==> src/rtl/can_pkg.sv <==
// Shared CAN frame definitions used by the receive FIFO, can_rx and can_tx.
// Pure declarations: no logic, no latency.
// No flow control of its own.
package can_pkg;

  localparam int CAN_ID_W   = 29;
  localparam int CAN_DLC_W  = 4;
  localparam int CAN_DATA_W = 64;

  // Byte 0 of the payload lives in data[63:56].
  typedef struct packed {
    logic [CAN_ID_W-1:0]   id;
    logic                  ide;
    logic                  rtr;
    logic [CAN_DLC_W-1:0]  dlc;
    logic [CAN_DATA_W-1:0] data;
  } can_frame_t;

  localparam int FRAME_W = $bits(can_frame_t);

  // Classic CAN carries at most 8 bytes; DLC codes 9..15 all mean 8.
  function automatic logic [CAN_DLC_W-1:0] dlc_clamp(input logic [CAN_DLC_W-1:0] dlc);
    return (dlc > CAN_DLC_W'(8)) ? CAN_DLC_W'(8) : dlc;
  endfunction

endpackage

==> src/rtl/can_rx_frame_fifo_if.sv <==
// Frame-in strobe bus from can_rx plus the first-word-fall-through read port.
// Wires only: no latency.
// Read side is valid/ready; the frame strobe side cannot be stalled.
interface can_rx_frame_fifo_if;
  import can_pkg::*;

  logic                  frm_valid_i;
  logic [CAN_ID_W-1:0]   frm_id_i;
  logic                  frm_ide_i;
  logic                  frm_rtr_i;
  logic [CAN_DLC_W-1:0]  frm_dlc_i;
  logic [CAN_DATA_W-1:0] frm_data_i;

  logic                  rd_valid_o;
  logic                  rd_ready_i;
  logic [CAN_ID_W-1:0]   rd_id_o;
  logic                  rd_ide_o;
  logic                  rd_rtr_o;
  logic [CAN_DLC_W-1:0]  rd_dlc_o;
  logic [CAN_DATA_W-1:0] rd_data_o;

  // Producer of frames and consumer of the read port (receiver + host side).
  modport master (
    output frm_valid_i, frm_id_i, frm_ide_i, frm_rtr_i, frm_dlc_i, frm_data_i,
    output rd_ready_i,
    input  rd_valid_o, rd_id_o, rd_ide_o, rd_rtr_o, rd_dlc_o, rd_data_o
  );

  // The FIFO itself.
  modport slave (
    input  frm_valid_i, frm_id_i, frm_ide_i, frm_rtr_i, frm_dlc_i, frm_data_i,
    input  rd_ready_i,
    output rd_valid_o, rd_id_o, rd_ide_o, rd_rtr_o, rd_dlc_o, rd_data_o
  );

endinterface

==> src/rtl/can_acceptance_filter.sv <==
// Acceptance filter hit test plus DLC clamp and payload byte zeroing.
// Purely combinational (0 cycles).
// No flow control; evaluated whenever inputs change.
module can_acceptance_filter
  import can_pkg::*;
(
  input  logic [CAN_ID_W-1:0]   id_i,
  input  logic                  ide_i,
  input  logic                  rtr_i,
  input  logic [CAN_DLC_W-1:0]  dlc_i,
  input  logic [CAN_DATA_W-1:0] data_i,
  input  logic [CAN_ID_W-1:0]   code_i,
  input  logic [CAN_ID_W-1:0]   mask_i,
  output logic                  hit_o,
  output can_frame_t            frame_o
);

  logic [CAN_ID_W-1:0]  mask_eff;
  logic [CAN_DLC_W-1:0] dlc_c;

  // Standard frames only own id[28:18], so the low mask bits are forced off.
  // The stored DLC is always clamped so the host never sees a code above 8;
  // remote frames keep that DLC but carry no payload.
  always_comb begin
    mask_eff = mask_i;
    if (!ide_i) begin
      mask_eff[17:0] = '0;
    end
    hit_o = ((id_i ^ code_i) & mask_eff) == '0;

    dlc_c        = dlc_clamp(dlc_i);
    frame_o.id   = id_i;
    frame_o.ide  = ide_i;
    frame_o.rtr  = rtr_i;
    frame_o.dlc  = dlc_c;
    frame_o.data = '0;
    if (!rtr_i) begin
      for (int b = 0; b < CAN_DATA_W / 8; b++) begin
        if (CAN_DLC_W'(b) < dlc_c) begin
          frame_o.data[CAN_DATA_W-1-8*b -: 8] = data_i[CAN_DATA_W-1-8*b -: 8];
        end
      end
    end
  end

endmodule

==> src/rtl/can_rx_frame_fifo.sv <==
// Filters received CAN frames and buffers accepted ones for the host (FWFT read).
// Latency: strobe at cycle N is visible on rd_* at N+2 (filter stage + commit).
// Read side valid/ready; input cannot stall, so hits arriving while full are counted as drops.
module can_rx_frame_fifo
  import can_pkg::*;
#(
  parameter int DEPTH = 4,
  parameter int CNT_W = 8
) (
  input  logic                    clk_i,
  input  logic                    rst_i,
  can_rx_frame_fifo_if.slave      bus,
  input  logic [CAN_ID_W-1:0]     acc_code_i,
  input  logic [CAN_ID_W-1:0]     acc_mask_i,
  input  logic                    drop_clr_i,
  output logic [$clog2(DEPTH):0]  count_o,
  output logic                    full_o,
  output logic [CNT_W-1:0]        drop_cnt_o
);

  localparam int PTR_W  = $clog2(DEPTH);
  localparam int CNT_FW = PTR_W + 1;
  localparam logic [CNT_FW-1:0] DEPTH_C = CNT_FW'(DEPTH);

  logic                flt_hit;
  can_frame_t          flt_frm;

  logic                st1_vld_q, st1_vld_d;
  logic                st1_hit_q, st1_hit_d;
  can_frame_t          st1_frm_q, st1_frm_d;

  can_frame_t          mem_q [DEPTH];
  can_frame_t          mem_d [DEPTH];
  logic [PTR_W-1:0]    wr_ptr_q, wr_ptr_d;
  logic [PTR_W-1:0]    rd_ptr_q, rd_ptr_d;
  logic [CNT_FW-1:0]   count_q, count_d;
  logic [CNT_W-1:0]    drop_cnt_q, drop_cnt_d;

  logic                rd_vld, pop, full, push, drop;
  can_frame_t          head;

  can_acceptance_filter u_filter (
    .id_i   (bus.frm_id_i),
    .ide_i  (bus.frm_ide_i),
    .rtr_i  (bus.frm_rtr_i),
    .dlc_i  (bus.frm_dlc_i),
    .data_i (bus.frm_data_i),
    .code_i (acc_code_i),
    .mask_i (acc_mask_i),
    .hit_o  (flt_hit),
    .frame_o(flt_frm)
  );

  // Stage 1: capture the filtered frame and its hit flag on every strobe.
  always_comb begin
    st1_vld_d = bus.frm_valid_i;
    st1_hit_d = st1_hit_q;
    st1_frm_d = st1_frm_q;
    if (bus.frm_valid_i) begin
      st1_hit_d = flt_hit;
      st1_frm_d = flt_frm;
    end
  end

  // Stage 2 commit, pointer/occupancy update and drop counting.
  // A same-cycle pop frees a slot, so a hit on a full FIFO still commits.
  always_comb begin
    rd_vld = (count_q != '0);
    pop    = rd_vld & bus.rd_ready_i;
    full   = (count_q == DEPTH_C);
    push   = st1_vld_q & st1_hit_q & (~full | pop);
    drop   = st1_vld_q & st1_hit_q & full & ~pop;

    mem_d    = mem_q;
    wr_ptr_d = wr_ptr_q;
    rd_ptr_d = rd_ptr_q;
    count_d  = count_q;
    if (push) begin
      mem_d[wr_ptr_q] = st1_frm_q;
      wr_ptr_d        = wr_ptr_q + PTR_W'(1);
    end
    if (pop) begin
      rd_ptr_d = rd_ptr_q + PTR_W'(1);
    end
    if (push && !pop) begin
      count_d = count_q + CNT_FW'(1);
    end else if (pop && !push) begin
      count_d = count_q - CNT_FW'(1);
    end

    drop_cnt_d = drop_cnt_q;
    if (drop_clr_i) begin
      drop_cnt_d = '0;
    end else if (drop && (drop_cnt_q != '1)) begin
      drop_cnt_d = drop_cnt_q + CNT_W'(1);
    end
  end

  // State registers; reset discards the pending frame and all stored frames.
  always_ff @(posedge clk_i) begin
    if (rst_i) begin
      st1_vld_q  <= 1'b0;
      st1_hit_q  <= 1'b0;
      st1_frm_q  <= '0;
      for (int i = 0; i < DEPTH; i++) begin
        mem_q[i] <= '0;
      end
      wr_ptr_q   <= '0;
      rd_ptr_q   <= '0;
      count_q    <= '0;
      drop_cnt_q <= '0;
    end else begin
      st1_vld_q  <= st1_vld_d;
      st1_hit_q  <= st1_hit_d;
      st1_frm_q  <= st1_frm_d;
      mem_q      <= mem_d;
      wr_ptr_q   <= wr_ptr_d;
      rd_ptr_q   <= rd_ptr_d;
      count_q    <= count_d;
      drop_cnt_q <= drop_cnt_d;
    end
  end

  // Head frame falls through; outputs read as zero whenever the FIFO is empty.
  always_comb begin
    head           = rd_vld ? mem_q[rd_ptr_q] : '0;
    bus.rd_valid_o = rd_vld;
    bus.rd_id_o    = head.id;
    bus.rd_ide_o   = head.ide;
    bus.rd_rtr_o   = head.rtr;
    bus.rd_dlc_o   = head.dlc;
    bus.rd_data_o  = head.data;
    count_o        = count_q;
    full_o         = full;
    drop_cnt_o     = drop_cnt_q;
  end

endmodule

==> src/flat_wrapper.sv <==
// flat-port wrapper written by rule: the top's interface ports become plain ports
module can_rx_frame_fifo_flat import can_pkg::*;
#(
  parameter int DEPTH = 4,
  parameter int CNT_W = 8
)
  (clk_i, rst_i, acc_code_i, acc_mask_i, drop_clr_i, count_o, full_o, drop_cnt_o, bus_frm_valid_i, bus_frm_id_i, bus_frm_ide_i, bus_frm_rtr_i, bus_frm_dlc_i, bus_frm_data_i, bus_rd_ready_i, bus_rd_valid_o, bus_rd_id_o, bus_rd_ide_o, bus_rd_rtr_o, bus_rd_dlc_o, bus_rd_data_o);
  can_rx_frame_fifo_if bus_i ();
  input  logic clk_i;
  input  logic rst_i;
  input  logic [CAN_ID_W-1:0] acc_code_i;
  input  logic [CAN_ID_W-1:0] acc_mask_i;
  input  logic drop_clr_i;
  output logic [$clog2(DEPTH):0] count_o;
  output logic full_o;
  output logic [CNT_W-1:0] drop_cnt_o;
  input wire logic [$bits(bus_i.frm_valid_i)-1:0] bus_frm_valid_i;
  input wire logic [$bits(bus_i.frm_id_i)-1:0] bus_frm_id_i;
  input wire logic [$bits(bus_i.frm_ide_i)-1:0] bus_frm_ide_i;
  input wire logic [$bits(bus_i.frm_rtr_i)-1:0] bus_frm_rtr_i;
  input wire logic [$bits(bus_i.frm_dlc_i)-1:0] bus_frm_dlc_i;
  input wire logic [$bits(bus_i.frm_data_i)-1:0] bus_frm_data_i;
  input wire logic [$bits(bus_i.rd_ready_i)-1:0] bus_rd_ready_i;
  output wire logic [$bits(bus_i.rd_valid_o)-1:0] bus_rd_valid_o;
  output wire logic [$bits(bus_i.rd_id_o)-1:0] bus_rd_id_o;
  output wire logic [$bits(bus_i.rd_ide_o)-1:0] bus_rd_ide_o;
  output wire logic [$bits(bus_i.rd_rtr_o)-1:0] bus_rd_rtr_o;
  output wire logic [$bits(bus_i.rd_dlc_o)-1:0] bus_rd_dlc_o;
  output wire logic [$bits(bus_i.rd_data_o)-1:0] bus_rd_data_o;
  assign bus_i.frm_valid_i = bus_frm_valid_i;
  assign bus_i.frm_id_i = bus_frm_id_i;
  assign bus_i.frm_ide_i = bus_frm_ide_i;
  assign bus_i.frm_rtr_i = bus_frm_rtr_i;
  assign bus_i.frm_dlc_i = bus_frm_dlc_i;
  assign bus_i.frm_data_i = bus_frm_data_i;
  assign bus_i.rd_ready_i = bus_rd_ready_i;
  assign bus_rd_valid_o = bus_i.rd_valid_o;
  assign bus_rd_id_o = bus_i.rd_id_o;
  assign bus_rd_ide_o = bus_i.rd_ide_o;
  assign bus_rd_rtr_o = bus_i.rd_rtr_o;
  assign bus_rd_dlc_o = bus_i.rd_dlc_o;
  assign bus_rd_data_o = bus_i.rd_data_o;
  can_rx_frame_fifo #(.DEPTH(DEPTH), .CNT_W(CNT_W)) u_core (.clk_i(clk_i), .rst_i(rst_i), .bus(bus_i), .acc_code_i(acc_code_i), .acc_mask_i(acc_mask_i), .drop_clr_i(drop_clr_i), .count_o(count_o), .full_o(full_o), .drop_cnt_o(drop_cnt_o));
endmodule
==> config.mk <==
export PLATFORM = sky130hd
export DESIGN_NAME = can_rx_frame_fifo_flat
export DESIGN_NICKNAME = d
export VERILOG_FILES = /design/src/rtl/can_pkg.sv /design/src/rtl/can_rx_frame_fifo_if.sv /design/src/rtl/can_acceptance_filter.sv /design/src/rtl/can_rx_frame_fifo.sv /design/src/flat_wrapper.sv
export SDC_FILE = /design/constraint.sdc
export NUM_CORES = 1
export LEC_CHECK = 0
export CAP_MARGIN = 20
export CORE_MARGIN = 2
export CORE_UTILIZATION = 40
export CTS_CLUSTER_SIZE = 28
export DETAILED_ROUTE_END_ITERATION = 8
export PLACE_DENSITY_LB_ADDON = 0.15
export SLEW_MARGIN = 20
export SYNTH_ARGS = -nofsm -noshare
export SYNTH_HDL_FRONTEND = slang
export SYNTH_SLANG_ARGS = --single-unit
==> constraint.sdc <==
create_clock -name clk_i -period 2.56 [get_ports clk_i]
set_input_delay 0.768 -clock clk_i [delete_from_list [all_inputs] [get_ports clk_i]]
set_output_delay 0.768 -clock clk_i [all_outputs]
set_load 0.02 [all_outputs]
== Word-level counts from Yosys, hierarchy flattened ==
Cells that the tools add are included.

* Output and inout port bits: 112
* Flip-flop bits (word level): 512
* Input bits: 162

* Muxes and demuxes: 20
* $lt $le $gt $ge: 12
* Eq/ne operators: 2
* Add/subtract/negate cells: 5
* Bitwise logic cells: 12
* Reductions and logical operators: 10

{| class="wikitable"
|+ Operators by type and width
! cell !! count
|-
| $bwmux 396 || 1
|-
| $mux 99 || 4
|-
| $bmux 99 s2 || 1
|-
| $demux 99 s2 || 1
|-
| $mux 64 || 1
|-
| $mux 8 || 8
|-
| $and 29x29->29 || 1
|-
| $logic_not 29->1 || 1
|-
| $xor 29x29->29 || 1
|-
| $mux 18 || 1
|-
| $lt 3x4->1 const A || 4
|-
| $add 8x1->8 const B || 1
|-
| $lt 1x4->1 const A || 2
|-
| $lt 2x4->1 const A || 2
|-
| $ne 8x8->1 const B || 1
|-
| $ge 3x3->1 const B || 2
|-
| $mux 3 || 2
|-
| $not 2->3 || 2
|-
| $and 1x1->1 || 5
|-
| $add 2x1->2 const B || 2
|-
| $gt 4x4->1 const B || 1
|-
| $logic_and 1x1->1 || 4
|-
| $mux 4 || 1
|-
| $add 3x1->3 const B || 1
|-
| other kinds (9) || 11
|}

== Logic depth before layout (Yosys ltp) ==
* Depth after elaboration: 8
* Depth in mapped cells: 9

== Modules after synthesis ==
A second synthesis with hierarchy kept.

* Cell total of the unflattened synthesis: 2532
* Area, all modules: 21906.0 µm²

{| class="wikitable"
|+ By module, submodules not included
! module !! sequential area each (µm²) !! instances !! area each (µm²) !! cells each
|-
| can_rx_frame_fifo || 10249.8 || 1 || 20753.7 || 2371
|-
| can_acceptance_filter || 0.0 || 1 || 1152.4 || 161
|}

== Least setup slack after synthesis ==
Ideal clock, no wire load.

* Path type: flip-flop to output port
* Start point: register u_core.rd_ptr_q[0]
* End point: output port bus_rd_data_o[10]
* Slack: 0.166 ns
* Buffers on the path: 2
* Stages on the path, launching flop included: 5
* Required time: 1.792 ns
* Arrival time: 1.626 ns
* Path through: dfxtp_1 -> clkbuf_1 -> buf_2 -> mux4_2 -> and2_1

* Longest elaborated chain between the ends: 5

{| class="wikitable"
|+ Ends and longest elaborated chain
! what !! RTL line !! source
|-
| start, declared || can_rx_frame_fifo.sv:35 || <nowiki>logic [PTR_W-1:0] rd_ptr_q, rd_ptr_d;</nowiki>
|-
| start signal, assigned || can_rx_frame_fifo.sv:118 || <nowiki>rd_ptr_q <= rd_ptr_d;</nowiki>
|-
| $not 2->3 (implied by the code) || can_rx_frame_fifo.sv:126 || <nowiki>head = rd_vld ? mem_q[rd_ptr_q] : '0;</nowiki>
|-
| $bmux 99 s2 || can_rx_frame_fifo.sv:126 ||
|-
| $mux 99 (implied by the code) (2 in a row) || can_rx_frame_fifo.sv:126 ||
|-
| $mux 99 || can_rx_frame_fifo.sv:126 ||
|-
| end, declared || flat_wrapper.sv:29 || <nowiki>output wire logic [$bits(bus_i.rd_data_o)-1:0] bus_rd_data_o;</nowiki>
|}

No other way between the ends. The select of a mux whose other input is x is not followed.

== Final worst setup path ==
* Start point: register u_core.rd_ptr_q[0]
* End point: output port bus_rd_data_o[60]

Same word-level chain as after synthesis.

==> summary.txt <==
Run
  – Number of max-cap violations: 0

Clock tree
  – Post-CTS Hold Fix Bufs: 0
  – Clk sink count: between 500 and 600
  – H-tree levels: 2
  – Clock Path Buffers: 3
  – CTS buffer count: between 50 and 60
  – Clk Latency, worst-skew pair: between 0.6 and 0.7 ns
  – CTS tree: yes
  – Clock-pin slew on the worst setup and hold paths: ~0.060 ns
  – Root buffer cell: clkbuf_16

Worst setup path
  – WP data arrival: between 2 and 2.5 ns
  – Worst setup path class: reg2out
  – Startpoint types: register
  – CP peak stage delay: roughly 0.48 ns
  – Critical Path RT: 1.79 ns
  – Crit-path slowest cell: mux4_2
  – Most frequent CP cell: buf_12
  – R2R Setup Slk: around 0.16 ns
  – Crit end category: primary output
  – Critical path cell sequence: buf_12 -> buf_12 -> buf_16 -> buf_12 -> mux4_2 -> and2_4 -> buf_6
  – Worst-path fanout max: 5

Cells and area
  – Fillers: between 4000 and 5000
  – Final nets: 2941
  – Non-filler cells, final: about 3500
  – Layout cells sized above 1: about a fifth
  – Layout area overhead: 32.0%
  – Footprint of the multi-input gates: 10500 µm²
  – Final instance area: 28200 µm²
  – Seq. cell area: 10300 µm²

Logic synthesis
  – Top cells by area, synth: dfxtp_1 (48%), nand2_1 (14%), a21oi_1 (11%)
  – Synthesized-area fraction occupied by adder cells: 0.445%
  – Syn Nets: approximately 2700
  – Post-synthesis xor/xnor area fraction: about 1.6%
  – Top_reg_cell synth: dfxtp_1
  – Post-Syn Instances: ~2500
  – Cell Area, Synth: between 20000 and 25000 µm²
  – Post-synth top area share: 47.9%
  – Simple-Gate Fraction of Synth Area: between 20% and 30%
  – Number of synthesized flops with an enable pin: 0
  – Fraction of synthesized area in multiplexers: around 12%
  – Ys Warns: 0
  – Register bit count reported by yosys: roughly 500
  – Seq/Total Area, Yosys: approximately 48%
  – Main combinational cell family by area after synthesis: simple AND/OR/NAND/NOR gates
  – Ys async rst share: 0%
  – Synth area leader: dfxtp_1
  – Post-synthesis compound-gate area fraction: 11.8%
  – Yosys cell types: 40
  – Mean area per synthesized cell: ~8.6 µm²

Timing
  – Worst slew pin tran: between 0.5 and 0.6 ns
  – Max Slew Vio Count: 0
  – Tcrit/Tclk final: 119%
  – Worst relative slew slack: between 60% and 70%
  – RSZ-0062 raised after global routing: true
  – Total negative slack: -36.17 ns
  – Setup slack after layout: -0.484 ns
  – Hold Slack: between 0.4 and 0.5 ns
  – Minimum clock period: between 3 and 4 ns
  – Setup violators final: 99
  – Final hold vios: 0
  – Worst Skew: 0.0201 ns
  – F_max: roughly 330 MHz

Die
  – Die ar.: between 50000 and 60000 µm²
  – Die height: 235 µm
  – I/O pin cnt: 274
  – Core area: about 53000 µm²
  – Starting Density: between 40% and 50%
  – Die X: between 200 and 250 µm
  – Num rows: 84

Place
  – HPWL after detailed placement: around 42 mm
  – IO Port Bufs: roughly 270
  – Placed instance area: about 26000 µm²
  – Placed Instances: between 3000 and 4000
  – Routability cong.: between 0.7 and 0.8

Global routing
  – Total track usage: around a quarter
  – Global-route wire length before repair: between 100 and 150 mm
  – Largest net degree at the start of global routing: 85
  – Vias in the first global route: around 19000
  – Remaining global-route overflow: 0
  – Antenna violations before repair: 1

Status
  – Failing checks: setup timing
  – Status: finished, violations left

Power and ir drop
  – PD cells: 676 nW/µm²
  – Worst VDD drop: ~0.00054 V
  – Leak Pwr: between 10 and 15 nW
  – Total power: about 0.019 W

Route
  – Drt drc: 0
  – Mean routed wirelength per cell: 19.2 µm
  – Post-Route WL: roughly 67 mm
  – Vias per cell: about 5.3
  – Antenna viol nets, final: 0
  – 1st-iter DRT viols: around 1300
  – DRT Pass-1 Iters: 5
  – Via count: between 15000 and 20000

Min path
  – Worst min-delay path category: reg2reg
[routing by layer]
| metal | vias to the layer above | GRT usage [%] | share of wire, % |
|---|---|---|---|
| met5 | - | 0 | 0 |
| met4 | 0 | 6.41 | 2.1 |
| met3 | 88 | 4.23 | 5.7 |
| met2 | 534 | 41.7 | 50 |
| met1 | 8981 | 30.7 | 43 |
| li1 | 8823 | - | - |
[kinds of logic (layout without fill, tap and decap cells)]
kind of cell / Yosys count / in the layout
AND/OR/NAND/NOR: 1113 / 1113
flip-flops: 512 / 512
AO/OA/AOI/OAI: 489 / 489
buffers and inverters: 193 / 522
multiplexers: 134 / 134
XOR/XNOR: 40 / 40
adder cells (fa/ha/maj): 7 / 7
other: 0 / 1
[cells in the mapped netlist (3+ instances only)]
cell type,n
nor2b_1,62
nand3_1,10
a21oi_1,466
xnor2_1,3
inv_1,4
nor2_1,109
ha_1,6
and3_1,3
buf_4,9
a221oi_1,6
xor2_1,37
and2_1,104
clkbuf_1,109
buf_2,60
dfxtp_1,512
mux2i_1,35
buf_6,7
a22o_1,4
nand2_1,796
buf_1,4
a22oi_1,5
mux4_2,99
o21ai_0,3
nand2b_1,10
nand4_1,6
[flip-flops by register name, indices dropped and copies added (netlist names)]
name and flops:
u_core.mem_q 396, u_core.st1_frm_q 99, u_core.drop_cnt_o 8, u_core.count_o 3, u_core.rd_ptr_q 2, u_core.wr_ptr_q 2
u_core.st1_hit_q 1, u_core.st1_vld_q 1
[worst max-delay path, delay by kind of cell (launching register included)]
| kind | cells | cell delay [ns] |
|---|---|---|
| buffers and inverters | 5 | 0.63 |
| AND/OR/NAND/NOR | 1 | 0.17 |
| flip-flops | 1 | 0.37 |
| multiplexers | 1 | 0.48 |
[power breakdown]
part	leakage, nW	internal, W	switching, W
Combinational	4.99	0.00140	0.00159
Clock	0.890	0.00459	0.00334
Sequential	4.14	0.00806	0.000113
Total	10.0	0.0141	0.00504
[area by class of cell]
class / count / share of cell area, %
inverters: 4 / 0.0532
diodes: 1 / 0.00886
clock inverters: 19 / 0.585
well taps: 688 / 3.05
flip-flops and latches: 512 / 36.3
repair buffers: 416 / 17.0
multi-input cells: 1783 / 37.2
clock buffers: 83 / 5.78
[final timing paths]
path                                    startpoint                 to  cells past startpoint
worst max-delay path            u_core.rd_ptr_q[0]  bus_rd_data_o[60]                      7
worst min register to register   u_core.mem_q[127]  u_core.mem_q[127]                      2
worst min-delay path             u_core.mem_q[127]  u_core.mem_q[127]                      2
worst max register to register   u_core.count_o[1]  u_core.count_o[2]                     10
[stage by stage]
step | util, % | setup slack, ns
4_1_cts | 53.3 | -0.555
6_report | 53.5 | -0.484
5_1_grt | 53.5 | -0.537
2_1_floorplan | - | 0.166
3_5_place_dp | 48.6 | -0.304
3_3_place_gp | 48.6 | -0.337
[layout by cell type (no fill, tap or decap), types with 5 or more instances in the layout]
master,n
a21oi_1,466
clkinv_2,11
a221oi_1,6
nand2_1,796
mux4_2,99
nand3_1,10
and2_4,97
buf_12,62
buf_2,6
buf_6,105
nand2b_1,10
nand4_1,6
mux2i_1,35
clkdlybuf4s50_1,170
clkbuf_16,55
nor2_1,109
ha_1,5
clkbuf_8,15
buf_4,66
and2_1,7
a22oi_1,5
nor2b_1,62
dfxtp_1,510
clkbuf_1,13
xor2_1,37
[what timing repair did]
| action | in CTS | in global routing |
|---|---|---|
| setup buffers | 19 | 6 |
| endpoints found under the setup margin | 101 | 100 |
| pin swaps | 24 | 10 |
| cloned | 7 | 0 |
| gates resized for setup | 593 | 116 |
Power figures use the tool's default switching activity.
